--- src/rtl/fetch_unit.sv ---
// fetch_unit: instruction fetch stage. Owns the program counter, drives the
// combinational instruction ROM and registers the returned word for decode.
// Redirects squash the single wrong-path word already in flight, so a taken
// branch costs exactly one bubble.
module fetch_unit #(
    parameter int IW         = 10,
    parameter int DW         = 9,
    parameter int START_ADDR = 0,
    parameter int CW         = 16
) (
    input  logic          CLK,
    input  logic          Reset_n,
    input  logic          Start,
    input  logic          Stall,
    input  logic          BranchTaken,
    input  logic          BranchAbs,
    input  logic [IW-1:0] BranchTarget,
    input  logic          Halt,
    output logic [IW-1:0] InstAddress,
    input  logic [DW-1:0] InstIn,
    output logic [DW-1:0] InstReg,
    output logic [IW-1:0] InstPC,
    output logic          InstValid,
    output logic          Done,
    output logic [CW-1:0] CycleCount
);

    localparam logic [IW-1:0] START_PC = IW'(START_ADDR);
    localparam logic [CW-1:0] CC_MAX   = '1;

    typedef enum logic [1:0] {
        IDLE,
        RUN,
        HALTED
    } state_t;

    // Word handed to the decoder together with its fetch address.
    typedef struct packed {
        logic [IW-1:0] pc;
        logic [DW-1:0] word;
        logic          valid;
    } fetch_t;

    state_t        state, state_nxt;
    logic [IW-1:0] pc, pc_nxt;
    logic [IW-1:0] br_target;
    fetch_t        ir, ir_nxt;
    logic          done, done_nxt;
    logic [CW-1:0] cc, cc_nxt;

    // Redirect target; relative offsets are taken from the branch's own PC
    // and wrap naturally in IW bits.
    always_comb begin
        br_target = BranchAbs ? BranchTarget : (ir.pc + BranchTarget);
    end

    // Next-state and datapath: Stall > Halt > BranchTaken > sequential fetch.
    always_comb begin
        state_nxt = state;
        pc_nxt    = pc;
        ir_nxt    = ir;
        done_nxt  = done;
        cc_nxt    = cc;
        case (state)
            IDLE: begin
                ir_nxt.valid = 1'b0;
                if (Start) begin
                    state_nxt = RUN;
                    pc_nxt    = START_PC;
                    cc_nxt    = '0;
                end
            end
            RUN: begin
                if (cc != CC_MAX) cc_nxt = cc + CW'(1);
                // Under stall the decoder keeps Halt/Branch asserted, so
                // nothing is sampled until the stall drops.
                if (!Stall) begin
                    if (Halt && ir.valid) begin
                        state_nxt    = HALTED;
                        ir_nxt.valid = 1'b0;
                        done_nxt     = 1'b1;
                    end else if (BranchTaken && ir.valid) begin
                        pc_nxt       = br_target;
                        ir_nxt.valid = 1'b0;
                    end else begin
                        ir_nxt.word  = InstIn;
                        ir_nxt.pc    = pc;
                        ir_nxt.valid = 1'b1;
                        pc_nxt       = pc + IW'(1);
                    end
                end
            end
            HALTED: begin
                ir_nxt.valid = 1'b0;
                done_nxt     = 1'b1;
                if (Start) begin
                    state_nxt = RUN;
                    pc_nxt    = START_PC;
                    cc_nxt    = '0;
                    done_nxt  = 1'b0;
                end
            end
            default: begin
                state_nxt    = IDLE;
                ir_nxt.valid = 1'b0;
            end
        endcase
    end

    // State and datapath registers; reset is asynchronous and immediate.
    always_ff @(posedge CLK or negedge Reset_n) begin
        if (!Reset_n) begin
            state <= IDLE;
            pc    <= START_PC;
            ir    <= '0;
            done  <= 1'b0;
            cc    <= '0;
        end else begin
            state <= state_nxt;
            pc    <= pc_nxt;
            ir    <= ir_nxt;
            done  <= done_nxt;
            cc    <= cc_nxt;
        end
    end

    assign InstAddress = pc;
    assign InstReg     = ir.word;
    assign InstPC      = ir.pc;
    assign InstValid   = ir.valid;
    assign Done        = done;
    assign CycleCount  = cc;

endmodule

--- config.mk ---
export PLATFORM = sky130hd
export DESIGN_NAME = fetch_unit
export DESIGN_NICKNAME = d
export VERILOG_FILES = /design/src/rtl/fetch_unit.sv
export SDC_FILE = /design/constraint.sdc
export NUM_CORES = 1
export LEC_CHECK = 0
export BUFFER_PORTS_ARGS = -buffer_cell sky130_fd_sc_hd__buf_2
export CAP_MARGIN = 0
export CELL_PAD_IN_SITES_DETAIL_PLACEMENT = 0
export CELL_PAD_IN_SITES_GLOBAL_PLACEMENT = 1
export CORE_AREA = 2 2 88 90
export DETAILED_ROUTE_END_ITERATION = 7
export DIE_AREA = 0 0 90 92
export PLACE_DENSITY = 0.89
export RECOVER_POWER = 25
export SLEW_MARGIN = 10
export SYNTH_ARGS = -nofsm -noshare
export SYNTH_HDL_FRONTEND = slang
export SYNTH_SLANG_ARGS = --single-unit
--- constraint.sdc ---
create_clock -name CLK -period 2.9 [get_ports CLK]
set_clock_uncertainty 0.2 [all_clocks]
set_input_delay 0.29 -clock CLK [delete_from_list [all_inputs] [get_ports CLK]]
set_output_delay 0.29 -clock CLK [all_outputs]
set_load 0.005 [all_outputs]
Yosys cells after proc, flatten, opt, wreduce, memory -nomap -nowiden. Cells that the tools add are included.

Register bits after elaboration: 49. Bits of input ports: 26. Output and inout port bits: 47. Word-level logic and storage cells: 53.

$add $sub $neg: 3. Eq/ne operators: 8. Mux-type cells: 21. Bitwise gates (word level): 3. Reductions and logical operators: 11.

Operator list (number): 10-bit 2-to-1 mux (5); 16-bit 2-to-1 mux (2); 16-bit one-hot mux with 2 select lines (1); 10-bit one-hot mux with 2 select lines (1); 16-bit by 1-bit adder with 16-bit output (second input constant) (1); 16-bit inequality test (second input constant) (1); 10-bit by 1-bit adder with 10-bit output (second input constant) (1); 10-bit adder (1); 3-bit AND reduction (3); 2-bit inequality test (second input constant) (4); 4-bit AND reduction (2); 1-bit 2-to-1 mux (7); 2-bit 2-to-1 mux (3); 2-bit one-hot mux with 2 select lines (1); 2-bit nonzero test (2); 1-bit inverter (3); 2-bit by 1-bit == test with 1-bit output (second input constant) (1); 2-bit == test (second input constant) (1); 1-bit logical AND (2); 2-bit zero test (1); 2-bit by 1-bit inequality test with 1-bit output (second input constant) (1); 1-bit one-hot mux with 2 select lines (1); 2-bit OR reduction (1).

Depth between registers and ports, before layout. Gate-level depths: netlist (run 1).

Word-level depth: 6. Mapped depth: 10.

Least setup slack after synthesis (run 1). OpenSTA, ideal clock, no wires.

Path kind: register to register. Start: register ir, in the netlist InstPC[0]. End: register pc[6], in the netlist InstAddress[6]. Data arrival time: 1.956 ns. Required time: 2.576 ns. Slack: 0.620 ns. Stages on the path, launching flop included: 11. Buffers on the path: 0. Period minus slack after synthesis: 2.280 ns. Path through: dfrtp_1 > ha_1 > inv_1 > fa_1 > nor2b_1 > o21a_1 > o21ai_1 > a21boi_0 > o21a_1 > o31ai_1 > a211o_1.

Cells in the longest elaborated chain, start to end: 6.

Ends and longest elaborated chain: start, declared (line 47) `fetch_t ir, ir_nxt;`; start signal, assigned (line 121) `ir <= ir_nxt;`; 10-bit adder (line 54) `br_target = BranchAbs ? BranchTarget : (ir.pc + BranchTarget);`; 10-bit 2-to-1 mux (line 54); 10-bit 2-to-1 mux (line 82) `end else if (BranchTaken && ir.valid) begin`; 10-bit 2-to-1 mux (line 78) `if (Halt && ir.valid) begin`; 10-bit 2-to-1 mux (line 77) `if (!Stall) begin`; 10-bit one-hot mux with 2 select lines (line 64) `case (state)`; end signal, assigned (line 120) `pc <= pc_nxt;`; end, declared (line 45) `logic [IW-1:0] pc, pc_nxt;`.

No other way between the ends. The select of a mux whose other input is x is not followed. A chain may end at the register's enable or synchronous reset.

Worst setup path in the final report (run 1). Same ends and word-level chain as after synthesis.

==> results of run 1 <==
==> flip-flops by register name (all words and copies together), names as in the netlist <==
| name | flops |
|---|---|
| CycleCount | 16 |
| Done | 1 |
| InstAddress | 10 |
| InstPC | 10 |
| InstReg | 9 |
| InstValid | 1 |
| state | 2 |
==> worst max-delay path: stages, from the launching register on <==
cell      delay [ns]
dfrtp_1         0.38
ha_1            0.17
inv_1           0.05
fa_1            0.40
nor2b_1         0.13
o21a_1          0.14
o21ai_1         0.10
a21boi_0        0.26
o21a_1          0.14
o31ai_1         0.06
a211o_1         0.29
==> cells in the mapped netlist (3+ instances only) <==
master    number
ha_1          11
and3_1         6
xnor2_1        5
nand2_1       27
clkbuf_1       6
nor2_1        27
mux2_2        19
a21o_1         4
xor2_1        14
inv_1          8
a22oi_1        3
nand3_1        8
nand4_1        8
nor3_1         6
o21ai_0       30
nor3b_1        5
nand2b_1       3
a21oi_1       12
dfrtp_1       49
==> cells by family after synthesis <==
group           count (synthesis)
simple gates                  106
xor+xnor                       19
compound gates                 68
mux                            21
buf+inv                        17
fa+ha+maj                      12
flops                          49
==> how the worst min path moves through the flow <==
stage | cells after the start | slack [ns] | from | end
4_1_cts | 2 | 0.001 | Start | CycleCount[2]
2_1_floorplan | 0 | -0.21 | Reset_n | CycleCount[0]
3_5_place_dp | 2 | 0.25 | Reset_n | CycleCount[7]
6_report | 2 | 0.004 | Start | CycleCount[2]
3_3_place_gp | 2 | 0.23 | Reset_n | CycleCount[7]
5_1_grt | 2 | 0.008 | InstIn[7] | InstReg[7]
==> cell type report <==
| class | count | share of cell area (%) |
|---|---|---|
| Timing Repair Buffer | 81 | 12.3 |
| Clock buffer | 5 | 1.97 |
| Inverter | 8 | 0.860 |
| Tap cell | 102 | 3.65 |
| Multi-Input combinational cell | 226 | 44.1 |
| Clock inverter | 3 | 1.97 |
| Sequential cell | 49 | 35.1 |
==> routing by layer <==
layer  global-route usage [%]  part of all wire, %  wire length (um)  vias to the layer above
met3                     3.20                  4.4               294                        4
met5                        0                    0                 0                        -
met2                     29.4                   48              3250                       53
li1                         -                    -                 -                     1208
met4                     3.72                 0.59                40                        0
met1                     21.2                   47              3150                     1158
==> power by group <==
group          internal [mW]  switching [mW]  total [mW]
Clock                  0.347           0.244       0.592
Sequential             0.901           0.229        1.13
Combinational          0.587           0.633        1.22
Total                   1.84            1.11        2.94
==> cells in the final DEF (no fill, tap or decap), types with 3 or more instances in the layout <==
cell	synthesis	routed
and3_1	6	6
nor2_1	27	27
xnor2_1	5	5
clkbuf_8	0	5
a22oi_1	3	3
a21oi_1	12	12
clkbuf_1	6	6
dfrtp_1	49	49
o21ai_0	30	30
a21o_1	4	4
ha_1	11	11
xor2_1	14	14
nor3b_1	5	5
dlygate4sd3_1	0	5
buf_2	2	66
nor3_1	6	6
nand4_1	8	8
inv_1	8	8
buf_4	1	3
nand2_1	27	27
nand3_1	8	8
mux2_2	19	19
nand2b_1	3	3
==> per-stage QoR <==
step	power [mW]	util [%]	setup slack (ns)	cells
after floorplan	1.90	-	0.620	292
after global placement	2.33	44.5	0.504	461
after detailed placement	2.37	44.5	0.453	461
after CTS	2.97	46.9	0.463	473
after global routing	3.17	46.9	0.273	474
final	2.94	46.9	0.463	474
==> metrics.yaml, run 1 <==
drt_iter0_markers: 120
drtPass1Iterations: 4
hold_viol_final: 0
num_vias: 2423
routed_via_density: 5.11
clkTransAtPathRegs_ns: 0.10
worstMarginPinSlew_ns: 1.25
rsz0062_at_grt: "no"
synthTopCellsByArea: "dfrtp_1, mux2_2, o21ai_0, ha_1, xor2_1"
die_area_um2: 8280
synth_compound_area_share_pct: 14.7
clk-insertion-delay-late_ns: 0.30
cts_buffers: 5
status: "completed"
nNetsFinal: 409
fin_crit_sh_pct: 84.0
drtAntennaViolNets: 0
die_y_um: 92
yosys.area_share.simple_pct: 19.9
routed_wl_mm: 6.73
worstReg2RegEnd: "InstAddress[6]"
synth_ff_type: "dfrtp_1"
yosysUniqueCellTypes: 53
netlist.top_cell.by_area: "dfrtp_1"
drive_above_1_share_pct: 28.2
core_um2: 7450
rr_worst_depth: 10
async_flop_share_pct: 100
antenna_found_initial: 0
port_buffers: 72
rows: 32
synth_fa_ha_area_share_pct: 5.56
post_cts_resized: 0
finalCriticalPeriod_ns: 2.44
power_density_nw_per_um2: 842
avgRoutedWirePerCell_um: 14.2
synth_area_per_cell_um2: 9.71
ctsHoldBuffers: 4
ir_drop_mv: 0.361
fp.dieW_um: 90
nFillCells: 738
syn-cell-area_um2: 2840
synth_top_family_by_area: "simple AND/OR/NAND/NOR gates"
max_slew_margin_pct: 16.7
crit_required_ns: 2.90
syn-num-nets: 330
cp.arrival_ns: 2.44
track_usage_pct: 16.7
critical_path_class: "reg -> reg"
htreeDepth: 2
clk_path_buf_depth: 2
synth_seq_area_share_pct: 43.2
synth.top_cell.area_share_pct: 43.2
cts_setup_buffers: 0
cp-start-kind: "flop"
diodes: 0
r2r_start: "InstPC[0]"
dpl.hpwl_mm: 4.86
setup_viol: 0
start_util_pct: 38.1
grt_pass1_vias: 2443
design_area_um2: 3490
end_kind: "flop"
cts_tree: "built"
route.detailed.drc: 0
netlist_instances: 292
drv_cap: 0
cp-endpoint: "InstAddress[6]"
grt_overflow: 0
areaGrowthSynthToFinish_pct: 23.1
grt_pass1_wl_mm: 11.5
p_leak_nw: 1.73
cts-root-buf: "clkbuf_8"
fmax_ghz: 0.410
tns_ns: 0
cts_sinks: 49
synth_edf_count: 0
ff_latch_area_um2: 1230
synthMuxAreaShare_pct: 8.25
routabilityCongestion: 0.834
multi_input_area_um2: 1540
cp_max_fo: 3
slew_violations: 0
dpl_cell_area_um2: 3310
ios: 73
hold_path.class: "in -> reg"
hold_ws_ns: 0.00412
grt_max_degree: 50
setup.worst_path.start: "InstPC[0]"
yosysWarnings: 0
r2r_slack_ns: 0.46
synth_xor_area_share_pct: 5.87
ys_ff_latch: 49
Power figures use the tool's default switching activity.
==> run 2: changes to the inputs <==
- CORE_AREA: 2 2 88 90 -> 2 2 92 94
- DIE_AREA: 0 0 90 92 -> 0 0 94 96
- PLACE_DENSITY: 0.89 -> 0.86
- clock period: 2.9 -> 2.1 ns (I/O delays scaled with it)
==> run 2 against run 1 <==
Compared with the run above: the run now ends with setup timing left; critical path depth down 2; die area up 9.0%; count of clock-buffer cells in the layout unchanged; sequential power up 36%; core utilization up 1.3 points; worst setup slack worse by 0.57 ns; register-to-register slack worse by 0.57 ns; first-iteration DRC count up 56%; clock power about the same; non-clock buffer count up 42; critical path type unchanged; largest power group unchanged.
==> metrics.yaml, run 2 (synthesis results as in run 1) <==
status: "complete, but fails checks"  # was completed
violations: "setup timing"
grt_pass1_vias: 2576  # was 2,443
worst-path-buf-inv: 0  # was 1
fin_crit_sh_pct: 105  # was 84.0%
core_um2: 8050  # was 7450 um2
r2r_slack_ns: -0.11  # was 0.46 ns
nNetsFinal: 451  # was 409
cts_buffers: 5  # unchanged
cts_sinks: 49  # unchanged
fmax_ghz: 0.453  # was 0.410 GHz
cp_max_fo: 3  # unchanged
route.detailed.drc: 0  # unchanged
p_seq_share_pct: 35.7  # was 38.4%
power_density_nw_per_um2: 1120  # was 842 nW/um2
grt_overflow: 0  # unchanged
setup_slack_ns: -0.108  # was 0.463 ns
clk_path_buf_depth: 2  # unchanged
drv_cap: 0  # unchanged
track_usage_pct: 17.0  # was 16.7%
post-route-util_pct: 48.1  # was 46.9%
design_area_um2: 3880  # was 3490 um2
num_vias: 2621  # was 2,423
p_sw_mw: 1.69  # was 1.11 mW
avgRoutedWirePerCell_um: 14.7  # was 14.2 um
critPathTopFamily: "compound AO/OA/AOI/OAI gates"  # unchanged
slew_violations: 0  # unchanged
r2r_start: "InstPC[1]"  # was InstPC[0]
cts_tree: "built"  # unchanged
combinationalPowerShare_pct: 50.5  # was 41.5%
routabilityCongestion: 0.825  # was 0.834
areaGrowthSynthToFinish_pct: 36.7  # was 23.1%
dpl_worst_slack_ns: -0.140  # was 0.453 ns
hold_ws_ns: 0.0530  # was 0.00412 ns
cp-endpoint: "InstAddress[7]"  # was InstAddress[6]
final_common_cell: "buf_2"  # unchanged
drt_iter0_markers: 187  # was 120
routed.top_layer: "met4"  # unchanged
grt_pass1_wl_mm: 12.2  # was 11.5 mm
largest_reg_flops: 16  # unchanged
netSwitchingFraction_pct: 39.1  # was 37.6%
setup.worst_path.start: "InstPC[1]"  # was InstPC[0]
cp-start-kind: "flop"  # unchanged
htreeDepth: 2  # unchanged
end_kind: "flop"  # unchanged
crit_chain: "ha_1, a21o_1, nand4_1, nand2_2, a31oi_2, xor2_1, o21ai_1, a221o_1"  # was ha_1, inv_1, fa_1, nor2b_1, o21a_1, o21ai_1, a21boi_0, o21a_1, o31ai_1, a211o_1
start_util_pct: 35.2  # was 38.1%
antenna_found_initial: 0  # unchanged
clkTransAtPathRegs_ns: 0.11  # was 0.10 ns
cp.arrival_ns: 2.20  # was 2.44 ns
die_area_um2: 9020  # was 8280 um2
rsz0062_at_grt: "yes"  # was no
rows: 33  # was 32
port_buffers: 72  # unchanged
hold_path.class: "in -> reg"  # unchanged
drtAntennaViolNets: 0  # unchanged
cts-root-buf: "clkbuf_8"  # unchanged
finalCriticalPeriod_ns: 2.21  # was 2.44 ns
p_int_mw: 2.63  # was 1.84 mW
dpl_cell_area_um2: 3590  # was 3310 um2
met1_length_mm: 3.55  # was 3.15 mm
crit_slowest_cell: "dfrtp_1"  # was fa_1
critical_path_class: "reg -> reg"  # unchanged
routed_wl_mm: 7.62  # was 6.73 mm
ir_drop_mv: 0.490  # was 0.361 mV
die_y_um: 96  # was 92 um
p_leak_nw: 1.91  # was 1.73 nW
diodes: 0  # unchanged
dpl.hpwl_mm: 5.44  # was 4.86 mm
cp.depth: 8  # was 10
drive_above_1_share_pct: 37.7  # was 28.2%
rr_worst_depth: 8  # was 10
p_total_mw: 4.32  # was 2.94 mW
met3_length_um: 344  # was 294 um
grt_max_degree: 50  # unchanged
drtPass1Iterations: 4  # unchanged
hold_viol_final: 0  # unchanged
crit_required_ns: 2.10  # was 2.90 ns
tns_ns: -0.490  # was 0 ns
ios: 73  # unchanged
fin_cells: 519  # was 474
slowest_delay_ns: 0.42  # was 0.40 ns
p_clk_share_pct: 13.8  # was 20.1%
worstMarginPinSlew_ns: 1.26  # was 1.25 ns
routed_via_density: 5.05  # was 5.11
layout_common_cells: "buf_2, dfrtp_1, buf_4"  # was buf_2, dfrtp_1, o21ai_0
fp.dieW_um: 94  # was 90 um
route.met2.wl_mm: 3.64  # was 3.25 mm
setup_viol: 6  # was 0
worstReg2RegEnd: "InstAddress[7]"  # was InstAddress[6]
placed_cells: 494  # was 461
clk-insertion-delay-late_ns: 0.31  # was 0.30 ns
max_slew_margin_pct: 15.9  # was 16.7%
run 2: changes by cell type in the layout (fill, tap and decap cells not counted), sizes merged:
cell,previous run,this run
buf,69,100
dlygate4sd3,5,12
clkbuf,12,16
clkinv,0,3
bufinv,2,0
inv,9,8
run 2: power by group through the flow:
stage / sequential [mW] / clock [mW] / combinational (mW)
floorplan: 1.54 / 0 / 1.13
global placement: 1.54 / 0 / 2.03
detailed placement: 1.55 / 0 / 2.07
CTS: 1.53 / 0.612 / 2.16
global route: 1.59 / 0.644 / 2.44
finish: 1.54 / 0.595 / 2.18
run 2: tightest hold or removal path: stages:
cell and delay, ns:
buf_2 0.09, nand2_1 0.08, nor2_1 0.08, o21ai_0 0.07
run 2: how the worst min path moves through the flow:
stage / end / from / depth (start not counted)
finish: state[0] / Halt / 4
global route: state[0] / Halt / 4
CTS: state[0] / Halt / 4
detailed placement: CycleCount[5] / Reset_n / 2
global placement: CycleCount[6] / Reset_n / 2
floorplan: CycleCount[0] / Reset_n / 0
run 2: area by class of cell:
cell class | count | area, um2
well taps | 105 | 131
inverters | 8 | 30.0
fillers | 788 | 4180
clock inverters | 3 | 22.5
flip-flops and latches | 49 | 1230
multi-input cells | 226 | 1640
clock buffers | 5 | 68.8
repair buffers | 123 | 753
run 2: per-layer routing:
metal / track usage (%) / vias up
met4: 5.19 / 0
met3: 2.35 / 8
li1: - / 1288
met2: 28.0 / 59
met5: 0 / -
met1: 23.3 / 1266
run 2: repair_timing:
action / in CTS / in global routing
endpoints found under the setup margin: 6 / 9
pin swaps: 6 / 3
buffers inserted: 3 / 2
endpoints found under the hold margin: 60 / 0
resized for setup: 9 / 12
hold buffers: 12 / 0
==> run 3: changes to the inputs <==
- CORE_AREA: 2 2 92 94 -> 8 8 98 100
- DIE_AREA: 0 0 94 96 -> 0 0 106 108
- SETUP_SLACK_MARGIN: not set -> 0.2
==> run 3 against run 2 <==
Compared with the run above: critical endpoint is now InstAddress[6]; first-iteration DRC count is 38% lower; the flow still finishes with violations (setup timing); count of clock-buffer cells in the layout is 2 higher; cell count is 2.5% higher; die area is 27% higher; critical path type unchanged; global-route usage is 2.6 points lower; wire length is 8.8% higher; critical path depth is 2 higher; highest routed layer unchanged; cell area is 4.6% higher; worst hold slack better by 0.027 ns; non-clock buffer count is 13 higher; combinational power is 7% higher; sequential share of layout area is 1.3 points lower.
==> metrics.yaml, run 3 (synthesis results as in run 1) <==
status: "complete, but fails checks"  # unchanged
violations: "setup timing"  # unchanged
num_vias: 2681  # was 2,621
nNetsFinal: 464  # was 451
end_kind: "flop"  # unchanged
critPathTopFamily: "compound AO/OA/AOI/OAI gates"  # unchanged
worst-path-buf-inv: 1  # was 0
ios: 73  # unchanged
placed_cells: 495  # was 494
cp-start-kind: "flop"  # unchanged
setup_viol: 6  # unchanged
dpl.hpwl_mm: 5.97  # was 5.44 mm
setup_slack_ns: -0.166  # was -0.108 ns
port_buffers: 72  # unchanged
core_um2: 8050  # unchanged
grt_pass1_wl_mm: 13.6  # was 12.2 mm
grt_max_degree: 50  # unchanged
drtAntennaViolNets: 0  # unchanged
crit_chain: "ha_2, inv_2, fa_2, nor2b_1, o21a_1, o21ai_2, a21boi_2, o21a_1, o31ai_2, a211o_1"  # was ha_1, a21o_1, nand4_1, nand2_2, a31oi_2, xor2_1, o21ai_1, a221o_1
grt_overflow: 0  # unchanged
cp_max_fo: 3  # unchanged
start_util_pct: 35.2  # unchanged
avgRoutedWirePerCell_um: 15.6  # was 14.7 um
rsz0062_at_grt: "yes"  # unchanged
power_density_nw_per_um2: 1110  # was 1120 nW/um2
cts_sinks: 49  # unchanged
p_total_mw: 4.49  # was 4.32 mW
dpl_worst_slack_ns: -0.172  # was -0.140 ns
clk_path_buf_depth: 2  # unchanged
cts_tree: "built"  # unchanged
slew_violations: 0  # unchanged
crit_slowest_cell: "dfrtp_1"  # unchanged
rows: 33  # unchanged
drtPass1Iterations: 4  # unchanged
cts-root-buf: "clkbuf_8"  # unchanged
slowest_delay_ns: 0.38  # was 0.42 ns
p_leak_nw: 2.02  # was 1.91 nW
largest_reg_flops: 16  # unchanged
clkTransAtPathRegs_ns: 0.09  # was 0.11 ns
hold_viol_final: 0  # unchanged
routed_wl_mm: 8.30  # was 7.62 mm
hold_path.class: "in -> reg"  # unchanged
drt_iter0_markers: 116  # was 187
route.detailed.drc: 0  # unchanged
fmax_ghz: 0.441  # was 0.453 GHz
clk-insertion-delay-late_ns: 0.30  # was 0.31 ns
crit_top_cell: "o21a_1"
track_usage_pct: 14.4  # was 17.0%
antenna_found_initial: 0  # unchanged
fin_crit_sh_pct: 108  # was 105%
grt_pass1_vias: 2758  # was 2,576
cts_buffers: 5  # unchanged
routed_via_density: 5.04  # was 5.05
finalCriticalPeriod_ns: 2.27  # was 2.21 ns
fin_cells: 532  # was 519
design_area_um2: 4050  # was 3880 um2
layout_common_cells: "buf_2, buf_4, dfrtp_1"  # was buf_2, dfrtp_1, buf_4
dpl_cell_area_um2: 3610  # was 3590 um2
max_slew_margin_pct: 15.0  # was 15.9%
worstMarginPinSlew_ns: 1.27  # was 1.26 ns
htreeDepth: 2  # unchanged
areaGrowthSynthToFinish_pct: 42.9  # was 36.7%
final_common_cell: "buf_2"  # unchanged
die_y_um: 108  # was 96 um
diodes: 0  # unchanged
routabilityCongestion: 0.808  # was 0.825
crit_required_ns: 2.09  # was 2.10 ns
die_area_um2: 11400  # was 9020 um2
critical_path_class: "reg -> reg"  # unchanged
cp.arrival_ns: 2.26  # was 2.20 ns
drv_cap: 0  # unchanged
drive_above_1_share_pct: 43.6  # was 37.7%
fp.dieW_um: 106  # was 94 um
ir_drop_mv: 0.438  # was 0.490 mV
==> run 3: path summary, 6_finish.rpt <==
check,start,to,slack [ns],cells after the start
max,InstPC[0],InstAddress[6],-0.17,10
min,Halt,state[0],0.08,4
max reg2reg,InstPC[0],InstAddress[6],-0.17,10
min reg2reg,InstReg[6],InstReg[6],0.31,1
max in group asynchronous,Reset_n,state[0],0.25,3
min in group asynchronous,Reset_n,CycleCount[9],0.59,3
==> run 3: timing repair <==
action / CTS / global route
pin swaps: 12 / 29
gates resized for setup: 8 / 26
endpoints found under the hold margin: 60 / 0
hold buffers: 12 / 0
setup endpoints to repair: 15 / 32
buffers inserted: 7 / 10
==> run 3: stage by stage <==
stage               utilization, %  hold slack, ns  TNS (ns)
floorplan                        -          -0.286    -0.139
global placement              44.8          0.0214    -0.194
detailed placement            44.8          0.0323    -0.534
CTS                           48.4          0.0666    -0.425
global route                  50.3           0.108     -1.38
finish                        50.3          0.0800    -0.498
==> run 3: final cells by class <==
type | count | area [um2]
tap | 105 | 131
multi-input combinational | 226 | 1690
fill | 771 | 4000
sequential | 49 | 1230
timing repair buffer | 136 | 876
clock inverter | 1 | 5.00
inverter | 8 | 30.0
clock buffer | 7 | 96.3
==> run 3: layer usage <==
layer / GRT usage, % / share of wire [%] / up-vias
met5: 0 / 0 / -
li1: - / - / 1320
met3: 4.16 / 5.8 / 5
met2: 24.2 / 50 / 66
met4: 2.91 / 0.48 / 0
met1: 18.1 / 44 / 1290
==> run 3: power by group <==
part           switching (mW)  internal (mW)
clock network           0.320          0.299
logic                    1.07           1.25
registers               0.302           1.25
total                    1.70           2.80
==> run 3: worst reg2reg max path, cell delays in order (launching register included) <==
cell	delay (ns)
dfrtp_1	0.38
ha_2	0.21
inv_2	0.04
fa_2	0.33
nor2b_1	0.12
o21a_1	0.17
o21ai_2	0.09
a21boi_2	0.16
o21a_1	0.14
o31ai_2	0.06
a211o_1	0.27
